`src/rtl/prog_counter.sv`:
```
// Program-counter register stage: selects PC+1 or PC+offset each cycle,
// sequences start/halt, flags out-of-range PC updates and counts retired
// instructions.
module prog_counter #(
  parameter int unsigned D  = 12,
  parameter int unsigned CW = 16
) (
  input  logic          Clk,
  input  logic          Reset,
  input  logic          start,
  input  logic [D-1:0]  start_addr,
  input  logic          branch_en,
  input  logic [D-1:0]  target,
  input  logic          stall,
  input  logic          halt_req,
  output logic [D-1:0]  prog_ctr,
  output logic          running,
  output logic          done,
  output logic          overflow_err,
  output logic [CW-1:0] instr_count
);

  typedef enum logic [1:0] {StIdle, StRun, StHalted} state_e;

  state_e        r_state, w_state_d;
  logic [D-1:0]  r_pc, w_pc_d;
  logic          r_ovf, w_ovf_d;
  logic [CW-1:0] r_cnt, w_cnt_d;

  // Two guard bits: zero-extended PC plus sign-extended offset spans
  // -2^(D-1) .. 2^D + 2^(D-1) - 2, which needs D+2 bits to be exact.
  logic [D+1:0]  w_step;
  logic [D+1:0]  w_sum;
  logic          w_range_err;
  logic [CW-1:0] w_cnt_inc;

  assign w_step      = branch_en ? {{2{target[D-1]}}, target} : (D+2)'(1);
  assign w_sum       = {2'b00, r_pc} + w_step;
  // Any set guard bit means the result was negative or above 2^D-1.
  assign w_range_err = |w_sum[D+1:D];
  // Saturating retire count.
  assign w_cnt_inc   = (r_cnt == {CW{1'b1}}) ? r_cnt : r_cnt + CW'(1);

  // State and datapath registers; reset clears everything immediately.
  always_ff @(posedge Clk or negedge Reset) begin
    if (!Reset) begin
      r_state <= StIdle;
      r_pc    <= '0;
      r_ovf   <= 1'b0;
      r_cnt   <= '0;
    end else begin
      r_state <= w_state_d;
      r_pc    <= w_pc_d;
      r_ovf   <= w_ovf_d;
      r_cnt   <= w_cnt_d;
    end
  end

  // Next-state and datapath selection: halt_req > stall > branch > increment.
  always_comb begin
    w_state_d = r_state;
    w_pc_d    = r_pc;
    w_ovf_d   = r_ovf;
    w_cnt_d   = r_cnt;
    case (r_state)
      StIdle, StHalted: begin
        if (start) begin
          w_state_d = StRun;
          w_pc_d    = start_addr;
          w_ovf_d   = 1'b0;
          w_cnt_d   = '0;
        end
      end
      StRun: begin
        if (halt_req) begin
          w_state_d = StHalted;
          w_cnt_d   = w_cnt_inc;
        end else if (!stall) begin
          w_pc_d  = w_sum[D-1:0];
          w_ovf_d = r_ovf | w_range_err;
          w_cnt_d = w_cnt_inc;
        end
      end
      default: w_state_d = StIdle;
    endcase
  end

  assign prog_ctr     = r_pc;
  assign running      = (r_state == StRun);
  assign done         = (r_state == StHalted);
  assign overflow_err = r_ovf;
  assign instr_count  = r_cnt;

endmodule

```
`config.mk`:
```
export PLATFORM = sky130hd
export DESIGN_NAME = prog_counter
export DESIGN_NICKNAME = d
export VERILOG_FILES = /design/src/rtl/prog_counter.sv
export SDC_FILE = /design/constraint.sdc
export NUM_CORES = 1
export LEC_CHECK = 0
export ABC_AREA = 1
export CAP_MARGIN = 20
export CORE_UTILIZATION = 40
export CTS_CLUSTER_SIZE = 30
export DETAILED_ROUTE_END_ITERATION = 8
export GPL_TIMING_DRIVEN = 0
export PLACE_DENSITY = 0.64
export SYNTH_ARGS = -nofsm -noshare
export SYNTH_HDL_FRONTEND = slang
export SYNTH_SLANG_ARGS = --single-unit
```
`constraint.sdc`:
```
create_clock -name Clk -period 2.25 [get_ports Clk]
set_clock_uncertainty 0.05 [all_clocks]
set_input_delay 0.675 -clock Clk [delete_from_list [all_inputs] [get_ports Clk]]
set_output_delay 0.675 -clock Clk [all_outputs]
set_load 0.005 [all_outputs]
```
==> flow_metrics.tcl <==
set metrics [dict create \
    clock_tree.buffer_depth 2 \
    final-instance-count-excl-fill 528 \
    total_switching_power_mw 1.49 \
    first_pass_grt_wire_length_um 11400 \
    design.die.area_sq_um 6670 \
    achievable-frequency_ghz 0.458 \
    worst_setup_path_start_kind "input port" \
    dp_cells 513 \
    rsz_0062_raised_after_global_routing "yes" \
    max-slew-margin-rel 0.500 \
    worstPathArrival_ps 2310 \
    synth-seq-area-share 0.306 \
    synth_fp_nets 423 \
    sw_frac_of_total 0.437 \
    globalRoute.totalOverflow 0 \
    syn2layout_area_growth_pct 44.3 \
    drt_iter0_drc 114 \
    antenna_cells_inserted 0 \
    port-buffer-count 60 \
    initial_core_util 0.421 \
    worstHoldPathType "in -> async" \
    routed_wirelength_um 7260 \
    pin_count_of_the_biggest_net_entering_global_routing 32 \
    postSynth.asyncResetShare 1.00 \
    p_leak_nw 1.70 \
    library_cell_with_the_highest_instance_count_after_synthesis "nand2_1" \
    synth.top_cells.by_count "nand2_1, inv_1, nor2_1, dfrtp_1, nand3_1" \
    internal_power_mw 1.92 \
    critical_path_class "in -> reg" \
    cts_h_tree_lvls 2 \
    post_cts_hold_fix_bufs 0 \
    fp-row-count 28 \
    drc 0 \
    tightestPinTransition_ps 751 \
    final.fill_count 549 \
    tot_gr_track_use 0.229 \
    worstPathRequired_ps 2380 \
    power_frac_comb 0.604 \
    final_period_minus_worst_setup_slack_ps 2180 \
    timing.critical_path.to_type "flop" \
    power_density_nw_per_um2 933 \
    placeableCoreArea_sq_um 6030 \
    initial_antenna_violation_count 0 \
    critPathMaxFanout 3 \
    timing.final.hold_violations 0 \
    tritoncts_num_sinks 31 \
    outcome "finished clean" \
    synth_largest_type_area_fraction 0.306 \
    cts.clk_slew.worst_paths_ps 80 \
    synth-seq-cells 31 \
    synth.avg_cell_area_sq_um 6.71 \
    die_height_um 81.6 \
    detail_route.vias_per_cell 5.00 \
    clock_tree.root_cell "clkbuf_8" \
    drt_pass1_iterations 4 \
    wire_per_inst_um 13.7 \
    final_layout_size_suffix_gt1_frac 0.208 \
    slew_violations 0 \
    peak_supply_drop_mv 0.541 \
    synth_cell_types 36 \
    postSynthCellCount 378 \
    antenna_left 0 \
    setup_viol_count_final 0 \
    layout.core_utilization 0.608 \
    final_min_period_over_clock_period 0.969 \
    postSynth.topFlopCell "dfrtp_1" \
    final_net_count 497 \
    ys.warnings.count 0 \
    synth_top_cell_by_area "dfrtp_1" \
    number_of_global_route_vias_before_repair 2450 \
    hpwl_um 5160 \
    synth_enable_flop_cells 0 \
    synth.area.top_cells "dfrtp_1, nand2_1, inv_1" \
    gp_congestion 0.868 \
    max-cap-violations 0 \
    cts_inserted_buffers 5 \
    num_ports 61 \
    synth_area_sq_um 2540 \
    detailroute.via_count 2641 \
    share_seq_of_total_power 0.263 \
    share_clk_of_total_power 0.133 \
    die_w_um 81.6 \
    tritoncts "done" \
    clock_insertion_delay_worst_skew_ps 290 \
]
==> through the flow <==
| step | area [sq um] | TNS [ps] | worst slack (ps) | hold WS (ps) | power [mW] |
|---|---|---|---|---|---|
| 2_1_floorplan | 2570 | 0 | 0.658 | 329 | 1.89 |
| 3_3_place_gp | 3260 | -13740 | -684 | 459 | 2.51 |
| 3_5_place_dp | 3260 | -5780 | -710 | 472 | 2.54 |
| 4_1_cts | 3500 | 0 | 1.70 | 425 | 3.19 |
| 5_1_grt | 3660 | -10.4 | -7.21 | 457 | 3.70 |
| 6_report | 3660 | 0 | 68.9 | 398 | 3.41 |
==> kinds of logic after synthesis <==
kind of cell / Yosys count / synth area share
and+or+nand+nor: 202 / 0.340
buffers and inverters: 64 / 0.105
AOI/OAI and AO/OA: 50 / 0.117
DFF: 31 / 0.306
xor gates and xnor gates: 16 / 0.0552
adders and majority gates: 15 / 0.0769
==> final timing paths <==
kind / start / end / slack [ps] / cells after the start
max: target[2] / prog_ctr[11]$_DFFE_PN0P_ / 70 / 13
min: Reset / prog_ctr[4]$_DFFE_PN0P_ / 400 / 1
max reg2reg: instr_count[0]$_DFFE_PN0P_ / instr_count[14]$_DFFE_PN0P_ / 290 / 9
min reg2reg: overflow_err$_DFFE_PN0P_ / overflow_err$_DFFE_PN0P_ / 490 / 2
max in group asynchronous: Reset / instr_count[0]$_DFFE_PN0P_ / 1220 / 1
min in group Clk: overflow_err$_DFFE_PN0P_ / overflow_err$_DFFE_PN0P_ / 490 / 2
==> worst max-delay path, stage by stage <==
cell and delay, ps:
clkdlybuf4s50_1 410, nand2_1 80, inv_2 50, ha_4 280, inv_1 50, nand2_2 80
nand3_2 120, a21oi_4 210, nand2_2 80, nand3_2 60, nand3_1 70, nand2_1 100
nand2_1 50
==> power groups by stage <==
stage	Clock (mW)	Combinational, mW	Sequential (mW)
after floorplan	0	1.04	0.848
after global placement	0	1.65	0.860
after detailed placement	0	1.67	0.867
after CTS	0.461	1.85	0.878
after global routing	0.486	2.30	0.920
final	0.453	2.06	0.898
==> final cells by class <==
class | instances | area [sq um] | share of cell area
multi-input cells | 283 | 1750 | 0.479
flip-flops and latches | 31 | 777 | 0.212
repair buffers | 67 | 648 | 0.177
inverters | 55 | 209 | 0.0571
plain buffers | 9 | 93.8 | 0.0256
well taps | 75 | 93.8 | 0.0256
clock buffers | 6 | 72.6 | 0.0198
clock inverters | 2 | 12.5 | 0.00342
==> routing by layer <==
metal | up-vias | share of wire | track usage
met5 | - | 0 | 0
met4 | 0 | 0.0073 | 0.0632
met3 | 6 | 0.045 | 0.0356
met2 | 64 | 0.50 | 0.404
met1 | 1222 | 0.45 | 0.287
li1 | 1349 | - | -
==> layout by cell type (no fill, tap or decap), types with 11 or more instances in the layout <==
master            n
nand2_1          99
clkdlybuf4s50_1  53
nor2_1           43
inv_1            42
dfrtp_1          30
nand3_1          16
nand2_2          15
xor2_1           13
a21oi_1          13
inv_2            12
ha_4             11
==> registers in the layout, summed over array words and instances (netlist names) <==
name	flops
instr_count	16
overflow_err	1
prog_ctr	12
r_state	2
==> repair_timing <==
item	CTS	global route
setup endpoints to repair	10	9
gates cloned	1	0
setup buffers	5	1
resized for setup	25	44
pin swaps	8	18
(Power assumes the default switching activity.)
